==> src/rtl/lidar_meas_ctrl.sv <==
// TF-LC02 LiDAR measurement sequencer.
// Sends the 5-byte read command through an external UART_TX and parses the
// 8-byte reply from UART_RX. It runs on request or periodically, with a reply
// timeout and bounded retry. Results are registered outputs with 1-cycle strobes.
module lidar_meas_ctrl #(
  parameter int unsigned PERIOD_CYC  = 5_000_000,
  parameter int unsigned TIMEOUT_CYC = 1_000_000,
  parameter int unsigned MAX_RETRY   = 3
) (
  input  logic        i_Clk,
  input  logic        i_Rst,
  input  logic        i_Start,
  input  logic        i_Auto,
  output logic        o_Tx_fTx,
  output logic [7:0]  o_Tx_Data,
  input  logic        i_Tx_fReady,
  input  logic        i_Tx_fDone,
  input  logic        i_Rx_fDone,
  input  logic [7:0]  i_Rx_Data,
  output logic [15:0] o_Distance,
  output logic [7:0]  o_SensStat,
  output logic        o_fValid,
  output logic        o_fError,
  output logic [1:0]  o_ErrCode,
  output logic        o_Busy,
  output logic [2:0]  o_State
);

  localparam int unsigned PerW = (PERIOD_CYC > 1) ? $clog2(PERIOD_CYC) : 1;
  localparam int unsigned TmoW = (TIMEOUT_CYC > 1) ? $clog2(TIMEOUT_CYC) : 1;

  localparam logic [PerW-1:0] PerLast  = PerW'(PERIOD_CYC - 1);
  localparam logic [TmoW-1:0] TmoLast  = TmoW'(TIMEOUT_CYC - 1);
  localparam logic [2:0]      RetryMax = 3'(MAX_RETRY);

  localparam logic [2:0] StIdle   = 3'd0;
  localparam logic [2:0] StTxByte = 3'd1;
  localparam logic [2:0] StTxWait = 3'd2;
  localparam logic [2:0] StRxFrame = 3'd3;
  localparam logic [2:0] StDone   = 3'd4;
  localparam logic [2:0] StFail   = 3'd5;

  localparam logic [1:0] ErrTimeout = 2'd0;
  localparam logic [1:0] ErrFooter  = 2'd1;
  localparam logic [1:0] ErrStatus  = 2'd2;

  logic [2:0]      state_q, state_d;
  logic [2:0]      tx_idx_q, tx_idx_d;
  logic [2:0]      rx_idx_q, rx_idx_d;
  logic [2:0]      retry_q, retry_d;
  logic [PerW-1:0] per_cnt_q, per_cnt_d;
  logic [TmoW-1:0] tmo_cnt_q, tmo_cnt_d;
  logic [7:0]      b4_q, b4_d;
  logic [7:0]      b5_q, b5_d;
  logic [7:0]      b6_q, b6_d;
  logic [1:0]      fail_code_q, fail_code_d;
  logic [15:0]     distance_q, distance_d;
  logic [7:0]      sens_stat_q, sens_stat_d;
  logic            valid_q, valid_d;
  logic            error_q, error_d;
  logic [1:0]      err_code_q, err_code_d;

  logic [7:0] cmd_byte;
  logic [7:0] hdr_byte;
  logic       tx_fire;
  logic       start_due;

  // Command byte selected by the transmit index
  always_comb begin
    cmd_byte = 8'h00;
    case (tx_idx_q)
      3'd0:    cmd_byte = 8'h55;
      3'd1:    cmd_byte = 8'hAA;
      3'd2:    cmd_byte = 8'h81;
      3'd3:    cmd_byte = 8'h00;
      3'd4:    cmd_byte = 8'hFA;
      default: cmd_byte = 8'h00;
    endcase
  end

  // Expected reply header byte at the current receive index (bytes 0..3)
  always_comb begin
    hdr_byte = 8'h00;
    case (rx_idx_q)
      3'd0:    hdr_byte = 8'h55;
      3'd1:    hdr_byte = 8'hAA;
      3'd2:    hdr_byte = 8'h81;
      3'd3:    hdr_byte = 8'h03;
      default: hdr_byte = 8'h00;
    endcase
  end

  assign tx_fire   = (state_q == StTxByte) && i_Tx_fReady;
  assign start_due = i_Auto && (per_cnt_q == PerLast);

  // Sequencer next-state, counters and result capture
  always_comb begin
    state_d     = state_q;
    tx_idx_d    = tx_idx_q;
    rx_idx_d    = rx_idx_q;
    retry_d     = retry_q;
    per_cnt_d   = per_cnt_q;
    tmo_cnt_d   = tmo_cnt_q;
    b4_d        = b4_q;
    b5_d        = b5_q;
    b6_d        = b6_q;
    fail_code_d = fail_code_q;
    distance_d  = distance_q;
    sens_stat_d = sens_stat_q;
    valid_d     = 1'b0;
    error_d     = 1'b0;
    err_code_d  = err_code_q;

    // Period counter saturates at its last value so a trigger due while busy
    // fires as soon as the sequencer is back in idle.
    if (!i_Auto) begin
      per_cnt_d = '0;
    end else if (per_cnt_q != PerLast) begin
      per_cnt_d = per_cnt_q + 1'b1;
    end

    case (state_q)
      StIdle: begin
        if (i_Start || start_due) begin
          state_d   = StTxByte;
          tx_idx_d  = 3'd0;
          retry_d   = 3'd0;
          per_cnt_d = '0;
        end
      end

      StTxByte: begin
        if (i_Tx_fReady) begin
          state_d = StTxWait;
        end
      end

      StTxWait: begin
        if (i_Tx_fDone) begin
          if (tx_idx_q == 3'd4) begin
            state_d   = StRxFrame;
            tmo_cnt_d = '0;
            rx_idx_d  = 3'd0;
          end else begin
            tx_idx_d = tx_idx_q + 3'd1;
            state_d  = StTxByte;
          end
        end
      end

      StRxFrame: begin
        // Timeout wins over a byte arriving on the same cycle
        if (tmo_cnt_q == TmoLast) begin
          state_d     = StFail;
          fail_code_d = ErrTimeout;
        end else begin
          tmo_cnt_d = tmo_cnt_q + 1'b1;
          if (i_Rx_fDone) begin
            case (rx_idx_q)
              3'd0, 3'd1, 3'd2, 3'd3: begin
                if (i_Rx_Data == hdr_byte) begin
                  rx_idx_d = rx_idx_q + 3'd1;
                end else begin
                  // Resync: a stray 55 may itself start the real header
                  rx_idx_d = (i_Rx_Data == 8'h55) ? 3'd1 : 3'd0;
                end
              end
              3'd4: begin
                b4_d     = i_Rx_Data;
                rx_idx_d = 3'd5;
              end
              3'd5: begin
                b5_d     = i_Rx_Data;
                rx_idx_d = 3'd6;
              end
              3'd6: begin
                b6_d     = i_Rx_Data;
                rx_idx_d = 3'd7;
              end
              default: begin
                if (i_Rx_Data == 8'hFA) begin
                  state_d = StDone;
                end else begin
                  state_d     = StFail;
                  fail_code_d = ErrFooter;
                end
              end
            endcase
          end
        end
      end

      StDone: begin
        sens_stat_d = b6_q;
        if (b6_q == 8'h00) begin
          distance_d = {b4_q, b5_q};
          valid_d    = 1'b1;
          state_d    = StIdle;
        end else begin
          fail_code_d = ErrStatus;
          state_d     = StFail;
        end
      end

      StFail: begin
        if (retry_q < RetryMax) begin
          retry_d  = retry_q + 3'd1;
          tx_idx_d = 3'd0;
          state_d  = StTxByte;
        end else begin
          error_d    = 1'b1;
          err_code_d = fail_code_q;
          state_d    = StIdle;
        end
      end

      default: state_d = StIdle;
    endcase
  end

  // State and result registers, cleared asynchronously on reset
  always_ff @(posedge i_Clk or negedge i_Rst) begin
    if (!i_Rst) begin
      state_q     <= StIdle;
      tx_idx_q    <= 3'd0;
      rx_idx_q    <= 3'd0;
      retry_q     <= 3'd0;
      per_cnt_q   <= '0;
      tmo_cnt_q   <= '0;
      b4_q        <= 8'h00;
      b5_q        <= 8'h00;
      b6_q        <= 8'h00;
      fail_code_q <= 2'd0;
      distance_q  <= 16'h0000;
      sens_stat_q <= 8'h00;
      valid_q     <= 1'b0;
      error_q     <= 1'b0;
      err_code_q  <= 2'd0;
    end else begin
      state_q     <= state_d;
      tx_idx_q    <= tx_idx_d;
      rx_idx_q    <= rx_idx_d;
      retry_q     <= retry_d;
      per_cnt_q   <= per_cnt_d;
      tmo_cnt_q   <= tmo_cnt_d;
      b4_q        <= b4_d;
      b5_q        <= b5_d;
      b6_q        <= b6_d;
      fail_code_q <= fail_code_d;
      distance_q  <= distance_d;
      sens_stat_q <= sens_stat_d;
      valid_q     <= valid_d;
      error_q     <= error_d;
      err_code_q  <= err_code_d;
    end
  end

  // The TX strobe is combinational so it drops in the same cycle reset is asserted
  assign o_Tx_fTx   = tx_fire;
  assign o_Tx_Data  = tx_fire ? cmd_byte : 8'h00;
  assign o_Distance = distance_q;
  assign o_SensStat = sens_stat_q;
  assign o_fValid   = valid_q;
  assign o_fError   = error_q;
  assign o_ErrCode  = err_code_q;
  assign o_Busy     = (state_q != StIdle);
  assign o_State    = state_q;

endmodule

==> config.mk <==
export PLATFORM = sky130hd
export DESIGN_NAME = lidar_meas_ctrl
export DESIGN_NICKNAME = d
export VERILOG_FILES = /design/src/rtl/lidar_meas_ctrl.sv
export SDC_FILE = /design/constraint.sdc
export NUM_CORES = 1
export LEC_CHECK = 0
export ABC_CLOCK_PERIOD_IN_PS = 6560
export BUFFER_PORTS_ARGS = -buffer_cell sky130_fd_sc_hd__clkbuf_2
export CORE_MARGIN = 2
export CORE_UTILIZATION = 63
export CTS_CLUSTER_SIZE = 10
export DETAILED_ROUTE_END_ITERATION = 8
export GPL_TIMING_DRIVEN = 0
export PLACE_DENSITY_LB_ADDON = 0.3
export SYNTH_ARGS = -nofsm -noshare
export SYNTH_HDL_FRONTEND = slang
export SYNTH_SLANG_ARGS = --single-unit
==> constraint.sdc <==
create_clock -name i_Clk -period 6.56 [get_ports i_Clk]
set_input_delay 0.656 -clock i_Clk [delete_from_list [all_inputs] [get_ports i_Clk]]
set_output_delay 0.656 -clock i_Clk [all_outputs]
set_load 0.05 [all_outputs]
==> results of run 1 <==
==> flip-flops by register name (all words and copies together), names as in the netlist <==
register and flops:
b4_q 8, b5_q 8, b6_q 8, fail_code_q 2, o_Distance 16, o_ErrCode 2, o_SensStat 8, o_State 3
o_fError 1, o_fValid 1, per_cnt_q 23, retry_q 3, rx_idx_q 3, tmo_cnt_q 20, tx_idx_q 3
==> final cells by class <==
type | count | area (um2) | share of cell area
multi-input combinational | 376 | 2470 | 0.411
timing repair buffer | 55 | 284 | 0.0473
clock buffer | 9 | 124 | 0.0206
tap | 105 | 131 | 0.0219
clock inverter | 7 | 119 | 0.0198
sequential | 109 | 2730 | 0.454
inverter | 11 | 41.3 | 0.00688
buffer | 16 | 108 | 0.0179
==> worst max-delay path, stage by stage (launching register included) <==
cell and delay [ps]:
dfrtp_1 420, inv_1 120, ha_1 290, a31oi_1 140
or3b_2 520, a21oi_2 270, o211ai_2 240, nor2_4 260
buf_2 270, nor2_1 80
==> worst min path at each step <==
stage	startpoint	endpoint	slack [ps]	depth (start not counted)
2_1_floorplan	i_Rst	b4_q[0]	360	0
3_3_place_gp	b5_q[5]	o_Distance[5]	450	2
3_5_place_dp	b5_q[5]	o_Distance[5]	460	2
4_1_cts	i_Rst	o_Distance[5]	410	1
5_1_grt	i_Rst	o_Distance[15]	440	1
6_report	i_Rst	o_Distance[10]	380	1
==> layout by cell type, fill, tap and decap left out, drive strengths merged, types with 6 or more instances in the layout <==
master and instances:
dfrtp 109, nand2 77, nor2 71, clkbuf 66, mux2 35, xor2 28
nand3 19, buf 14, xnor2 13, ha 12, inv 12, nand4 10
o21ai 9, a21oi 8, and3 8, nor3 8, and4 7, a31oi 7
a22o 6, nor2b 6
==> power by group through the flow <==
stage	combinational, mW	sequential (mW)	clock (mW)
finish	0.375	0.732	0.475
global placement	0.360	0.744	0
global route	0.407	0.737	0.507
detailed placement	0.373	0.745	0
floorplan	0.260	0.756	0
CTS	0.374	0.732	0.483
==> synthesized netlist by cell type, drive strengths merged (4+ instances only) <==
| library cell | number | area share |
|---|---|---|
| inv | 10 | 0.0070 |
| a22o | 6 | 0.0098 |
| nand3 | 19 | 0.018 |
| mux2 | 35 | 0.074 |
| and3 | 8 | 0.0096 |
| nand4 | 10 | 0.012 |
| a31oi | 7 | 0.0094 |
| buf | 14 | 0.019 |
| and2 | 5 | 0.0063 |
| xnor2 | 13 | 0.021 |
| a21oi | 8 | 0.0082 |
| xor2 | 28 | 0.046 |
| and4 | 7 | 0.011 |
| nor2 | 71 | 0.052 |
| nor4 | 4 | 0.0098 |
| ha | 12 | 0.028 |
| nor3 | 8 | 0.0084 |
| nand3b | 4 | 0.0056 |
| nand2 | 77 | 0.054 |
| o21ai | 9 | 0.0084 |
| nor2b | 6 | 0.0070 |
| dfrtp | 109 | 0.51 |
| nor3b | 5 | 0.0070 |
==> stage by stage <==
stage	setup WS, ps	instances	total power, mW
floorplan	3600	512	1.02
global placement	3430	672	1.10
detailed placement	3870	672	1.12
CTS	3840	688	1.59
global route	3650	688	1.65
finish	3840	688	1.58
==> kinds of logic after synthesis <==
family          Yosys count  synth area share
simple gates            240             0.226
flops                   109             0.510
compound gates           47            0.0648
xor+xnor                 41            0.0672
mux                      36            0.0756
buf+inv                  27            0.0278
fa+ha+maj                12            0.0281
==> routing by layer <==
| metal | vias up | track usage |
|---|---|---|
| met5 | - | 0 |
| met4 | 0 | 0.0988 |
| met3 | 21 | 0.0509 |
| met2 | 86 | 0.438 |
| met1 | 1963 | 0.323 |
| li1 | 1899 | - |
==> results.yml, run 1 <==
detailed_routing:
  drtAntennaViolNets: 0
  met2_length_um: 5660
  top_layer_used: "met4"
  first_pass_iters: 4
  wl_um: 11000
  met3_length_um: 374
  vias: 3969
  wl_met1_um: 4760
  route.detailed.drc: 0
  via_per_inst: 5.77
  drt-initial-drc-count: 212
  wl_per_cell_um: 16.0
min_path:
  holdCritPathClass: "input port to asynchronous set/reset pin"
pwr:
  powerDensity_mw_per_mm2: 263
  swShare: 0.348
  pwr-share-comb: 0.237
  irDropWorstVdd_v: 0.000177
  p_seq_frac: 0.463
  p_sw_uw: 551
  p_int_mw: 1.03
  pwr-share-clk: 0.300
  p_leak_nw: 2.97
clocking:
  cts_resized: 0
  hold_buffers: 0
  cts_tree: "done"
  cts.htree.levels: 3
  cts-root-buf: "clkbuf_8"
  clk_path_buf_depth: 2
  clock_latency_ps: 380
  post_cts_buffers: 0
  cts_sinks: 109
  numCtsBuffers: 9
  clkTransAtPathRegs_ps: 110
yosys:
  avgSynthCellArea_um2: 10.4
  syn-cell-area_mm2: 0.00535
  synth_flop_cell: "dfrtp_1"
  synth_cell_types: 64
  synth_nets: 539
  synth_edf_count: 0
  syn_inst: 512
  ys_seq_area_frac: 0.510
  synth_async_sr_flop_share: 1.00
  ys_ff_latch: 109
  ys_warn_count: 0
timing:
  worst_hold_slack_ps: 385
  worst_clock_skew_ps: 10.9
  slew_violations: 0
  setup_viol: 0
  min_period_over_period: 0.415
  worst_slew_pin_slew_ps: 839
  layout_min_cycle_time_ps: 2720
  timing.setup.tns_ps: 0
  max_freq_mhz: 368
  max-slew-margin-rel: 0.441
  rsz0062_at_grt: "no"
  finalHoldViolations: 0
setup_path:
  timing.rr.end: "tmo_cnt_q[19]"
  arrival_ps: 2980
  startpoint: "tx_idx_q[0]"
  end_kind: "flop"
  worst_setup_path_start_kind: "flop"
  crit_fanout: 10
  rr_worst_depth: 9
  r2r_slack_ps: 3840
  crit_type: "flop to flop"
  crit_required_ps: 6820
  r2r-start: "tx_idx_q[0]"
  crit_end: "tmo_cnt_q[19]"
die:
  rows: 33
  start_util: 0.651
  coreArea_mm2: 0.00822
  fp.dieW_um: 96.1
  die-height_um: 96.1
  dieArea_mm2: 0.00924
  num_io_pins: 56
grt:
  grt.total_usage: 0.257
  grt_start_max_net_pins: 110
  grt_pass1_vias: 3906
  overflow: 0
  antenna_found_initial: 0
  grt_pass1_wl_um: 18200
placement:
  dp_hpwl_um: 7870
  routabilityCongestion: 0.852
  place_area_mm2: 0.00576
  portBuffers: 55
cells_and_area:
  final_cell_area_mm2: 0.00601
  syn_to_final_growth_pct: 12.3
  finalNetCount: 605
  post-route-util: 0.731
  nFillCells: 623
  final_layout_size_suffix_gt1_frac: 0.233
  diodes: 0
run:
  drv_cap: 0
run_status:
  status: "finished, final reports clean"
(Power assumes the default switching activity.)
==> run 2, diff against run 1 <==
ABC_AREA = 1   (was not set)
ABC_CLOCK_PERIOD_IN_PS = 2770   (was 6560)
CORE_UTILIZATION = 60   (was 63)
clock period = 2.77 ns   (was 6.56 ns; I/O delays follow)
==> run 2 against run 1 <==
Compared with the run above: the flow now finishes with violations (negative hold slack); clock power grew 100%; combinational power grew to 3.9 times the previous value; non-clock buffer count is the same; critical path type is now flop to output pin; critical endpoint is now o_Tx_Data[5].
==> results.yml, run 2 <==
timing:
  worst_clock_skew_ps: 13.7
  rsz0062_at_grt: "no"
  slew_violations: 0
  finalHoldViolations: 11
  timing.setup.tns_ps: 0
  min_period_over_period: 0.798
  setup_slack_ps: 559
  layout_min_cycle_time_ps: 2210
  max_freq_mhz: 452
  setup_viol: 0
  worst_hold_slack_ps: -33.3
  worst_slew_pin_slew_ps: 849
  max-slew-margin-rel: 0.434
die:
  rows: 36
  fp.dieW_um: 105
  num_io_pins: 56
  start_util: 0.623
  dieArea_mm2: 0.0110
  coreArea_mm2: 0.00982
  die-height_um: 105
clocking:
  cts-root-buf: "clkbuf_8"
  clkTransAtPathRegs_ps: 100
  hold_buffers: 0
  cts.htree.levels: 3
  clock_latency_ps: 400
  numCtsBuffers: 9
  cts_sinks: 109
  cts_tree: "done"
  clk_path_buf_depth: 2
  cts_resized: 0
  post_cts_buffers: 0
yosys:
  ys_top_cells_by_area: "dfrtp_1 (45%), nand2_1 (14%), inv_1 (5.5%)"
  synth_nets: 813
  synth_edf_count: 0
  synth_flop_cell: "dfrtp_1"
  ys_seq_area_frac: 0.446
  synth_async_sr_flop_share: 1.00
  syn-cell-area_mm2: 0.00611
  synth_cell_types: 40
  yosys.area.top_type_share: 0.446
  synth_top_area_cell: "dfrtp_1"
  synth.most_common_cell: "nand2_1"
  ys_warn_count: 0
  syn_inst: 786
  ys_ff_latch: 109
  ys_top_cells_by_count: "nand2_1 (232), dfrtp_1 (109), inv_1 (89)"
  avgSynthCellArea_um2: 7.78
detailed_routing:
  top_layer_used: "met4"
  met2_length_um: 6510
  route.detailed.drc: 0
  wl_um: 13600
  wl_per_cell_um: 13.8
  drtAntennaViolNets: 0
  first_pass_iters: 5
  wl_met1_um: 6100
  vias: 5335
  drt-initial-drc-count: 459
  via_per_inst: 5.39
  met3_length_um: 883
cells_and_area:
  regMostFlops: "per_cnt_q"
  final_common_cell: "nand2_1"
  stdcell_count: 989
  final_cell_area_mm2: 0.00675
  diodes: 0
  largest_reg_flops: 23
  post-route-util: 0.688
  layout_common_cells: "nand2_1 (232), dfrtp_1 (109), inv_1 (89)"
  syn_to_final_growth_pct: 10.4
  finalNetCount: 878
  final_layout_size_suffix_gt1_frac: 0.167
setup_path:
  end_kind: "output pin"
  r2r-start: "tmo_cnt_q[0]"
  timing.rr.end: "o_State[0]"
  crit_required_ps: 2490
  rr_worst_depth: 10
  worst_setup_path_start_kind: "flop"
  r2r_slack_ps: 730
  crit_type: "flop to output pin"
  crit_fanout: 5
  arrival_ps: 1930
grt:
  grt_pass1_wl_um: 22900
  grt_pass1_vias: 4885
  grt_start_max_net_pins: 110
  overflow: 0
  grt.total_usage: 0.261
  antenna_found_initial: 0
run:
  drv_cap: 0
placement:
  dp_cells: 973
  routabilityCongestion: 0.927
  place_area_mm2: 0.00656
  portBuffers: 54
  dp_hpwl_um: 10200
  dp_worst_setup_slack_ps: 792
pwr:
  p_leak_nw: 3.30
  irDropWorstVdd_v: 0.000563
  powerDensity_mw_per_mm2: 636
  power_mw: 4.29
min_path:
  holdCritPathClass: "input port to asynchronous set/reset pin"
run_status:
  violations: "negative hold slack"
  status: "complete, but fails checks"
run 2: cell types whose count changed after synthesis, moves of 8 or more:
| cell | change |
|---|---|
| inv_2 | +9 |
| o21ai_2 | +8 |
| mux2_2 | -33 |
| nand3_1 | +31 |
| inv_1 | +79 |
| nand3_2 | +8 |
| o21ai_1 | +24 |
| o21ai_0 | +13 |
| nand2_1 | +155 |
| nand2_2 | +10 |
| nand4_1 | +17 |
| a21oi_1 | +10 |
run 2: cell families (layout without fill, tap and decap cells):
group | after synthesis | in the layout | share of synthesized area
AND/OR/NAND/NOR | 438 | 438 | 0.329
buffers and inverters | 118 | 188 | 0.0849
flip-flops | 109 | 109 | 0.446
AO/OA/AOI/OAI | 82 | 82 | 0.0767
XOR/XNOR | 27 | 27 | 0.0387
adder cells (fa/ha/maj) | 12 | 12 | 0.0246
run 2: worst max path at each step:
stage,slack (ps),cells past startpoint,end,start
after global routing,420,6,o_Tx_Data[5],tx_idx_q[0]
final,560,6,o_Tx_Data[5],tx_idx_q[0]
after detailed placement,790,10,o_State[0],tmo_cnt_q[0]
after floorplan,230,5,o_Tx_Data[0],o_State[0]
after global placement,-50,1,b4_q[6],i_Rst
after CTS,540,6,o_Tx_Data[5],tx_idx_q[0]
run 2: area by class of cell:
type	instances	area (um2)
fill	834	3070
multi-input combinational	559	2870
sequential	109	2730
inverter	101	383
timing repair buffer	54	279
tap	133	166
buffer	17	136
clock buffer	10	128
clock inverter	6	63.8
run 2: critical path, cell delays in order (launching register included):
cell and delay, ps:
dfrtp_1 440, inv_1 100, ha_1 170, nand2_1 150, a21oi_1 270, buf_4 150, clkbuf_2 260
run 2: power by group:
group          internal, mW  switching [mW]
Combinational         0.418            1.05
Clock                 0.354           0.594
Sequential             1.71           0.163
Total                  2.49            1.81
run 2: routing by layer:
metal / global-route usage / vias up
met2: 0.425 / 159
li1: - / 2637
met3: 0.0624 / 13
met4: 0.0552 / 0
met1: 0.357 / 2526
met5: 0 / -
==> run 3, diff against run 2 <==
ABC_CLOCK_PERIOD_IN_PS = 2300   (was 2770)
clock period = 2.3 ns   (was 2.77 ns; I/O delays follow)
==> run 3 against run 2 <==
Compared with the run above: the flow now finishes without violations; combinational power rose by 21%; utilization rose by 0.25 points; final area rose by 0.37%; register-to-register slack got worse by 510 ps; largest cell class unchanged.
==> results.yml, run 3 (same netlist as run 2, synthesis figures left out) <==
clocking:
  clock_latency_ps: 390
  cts_sinks: 109
  hold_buffers: 1
  clk_path_buf_depth: 2
  post_cts_buffers: 0
  clkTransAtPathRegs_ps: 110
  cts-root-buf: "clkbuf_8"
  numCtsBuffers: 9
  cts_tree: "done"
  cts_resized: 0
  cts.htree.levels: 3
timing:
  finalHoldViolations: 0
  worst_slew_pin_slew_ps: 851
  worst_clock_skew_ps: 10.7
  setup_viol: 0
  rsz0062_at_grt: "no"
  max-slew-margin-rel: 0.433
  timing.setup.tns_ps: 0
  worst_hold_slack_ps: 194
  slew_violations: 0
  max_freq_mhz: 474
  setup_slack_ps: 188
  layout_min_cycle_time_ps: 2110
  min_period_over_period: 0.918
detailed_routing:
  route.detailed.drc: 0
  wl_um: 13700
  drt-initial-drc-count: 345
  vias: 5310
  via_per_inst: 5.36
  first_pass_iters: 6
  drtAntennaViolNets: 0
  wl_per_cell_um: 13.8
setup_path:
  max_stage_delay_ps: 490
  worst_setup_path_start_kind: "flop"
  r2r_slack_ps: 220
  cp_top_family: "buffers and inverters"
  crit_fanout: 6
  crit_type: "flop to output pin"
  crit_path_top_delay_cell: "dfrtp_1"
  arrival_ps: 1880
  cp_num_buf_inv: 3
  crit_required_ps: 2070
  end_kind: "output pin"
  critical_path.cell_chain: "inv_2 -> nand4_1 -> inv_1 -> nand2_1 -> o22ai_2 -> clkbuf_2"
grt:
  overflow: 0
  grt_pass1_wl_um: 23400
  grt_start_max_net_pins: 110
  grt.total_usage: 0.262
  antenna_found_initial: 0
  grt_pass1_vias: 4982
pwr:
  pwr-share-comb: 0.344
  irDropWorstVdd_v: 0.000592
  powerDensity_mw_per_mm2: 766
  power_mw: 5.19
  p_seq_frac: 0.436
  p_sw_mw: 2.20
  swShare: 0.423
  p_leak_nw: 3.30
  p_int_mw: 2.99
  pwr-share-clk: 0.221
cells_and_area:
  post-route-util: 0.690
  final_layout_size_suffix_gt1_frac: 0.170
  regMostFlops: "per_cnt_q"
  finalNetCount: 879
  stdcell_count: 990
  layout_common_cells: "nand2_1 (232), dfrtp_1 (109), inv_1 (89)"
  diodes: 0
  final_common_cell: "nand2_1"
  largest_reg_flops: 23
  final_cell_area_mm2: 0.00678
  syn_to_final_growth_pct: 10.8
placement:
  place_area_mm2: 0.00657
  routabilityCongestion: 0.934
  dp_worst_setup_slack_ps: 269
  dp_cells: 973
  portBuffers: 54
  dp_hpwl_um: 10100
die:
  rows: 36
  dieArea_mm2: 0.0110
  start_util: 0.623
  num_io_pins: 56
  fp.dieW_um: 105
  coreArea_mm2: 0.00982
  die-height_um: 105
run_status:
  status: "finished, final reports clean"
run:
  drv_cap: 0
min_path:
  holdCritPathClass: "input port to flop"
## run 3: final timing paths
kind,start,to,cells after the start
max in group asynchronous,i_Rst,per_cnt_q[20],2
worst max register to register,tmo_cnt_q[0],o_State[1],10
worst min-delay path,i_Rx_Data[6],b6_q[6],3
worst min register to register,o_Distance[14],o_Distance[14],2
worst max-delay path,o_State[1],o_Tx_Data[0],6
min in group asynchronous,i_Rst,tx_idx_q[2],2
## run 3: cell type report
| class | instances | area, um2 |
|---|---|---|
| inverters | 101 | 383 |
| multi-input cells | 559 | 2880 |
| well taps | 133 | 166 |
| flip-flops and latches | 109 | 2730 |
| clock buffers | 10 | 128 |
| clock inverters | 6 | 66.3 |
| fillers | 823 | 3040 |
| repair buffers | 55 | 289 |
| plain buffers | 17 | 136 |
## run 3: worst reg2reg max path, cell delays in order, from the launching register on
cell	delay, ps
dfrtp_1	480
ha_1	340
nand2_1	170
nor2_4	210
nand3_2	180
nand2_4	140
nor2_1	90
nor2_2	150
nand2_1	110
nand2_1	70
nand2_1	50
## run 3: per-layer routing
metal	global-route usage	part of all wire
met5	0	0
met1	0.373	0.46
met2	0.415	0.47
met3	0.0518	0.060
met4	0.0648	0.013
## run 3: power by group through the flow
stage	combinational (mW)	clock (mW)	sequential [mW]
finish	1.78	1.15	2.26
detailed placement	1.78	0	2.29
floorplan	1.27	0	2.35
global placement	1.73	0	2.28
CTS	1.78	1.17	2.26
global route	1.98	1.25	2.29
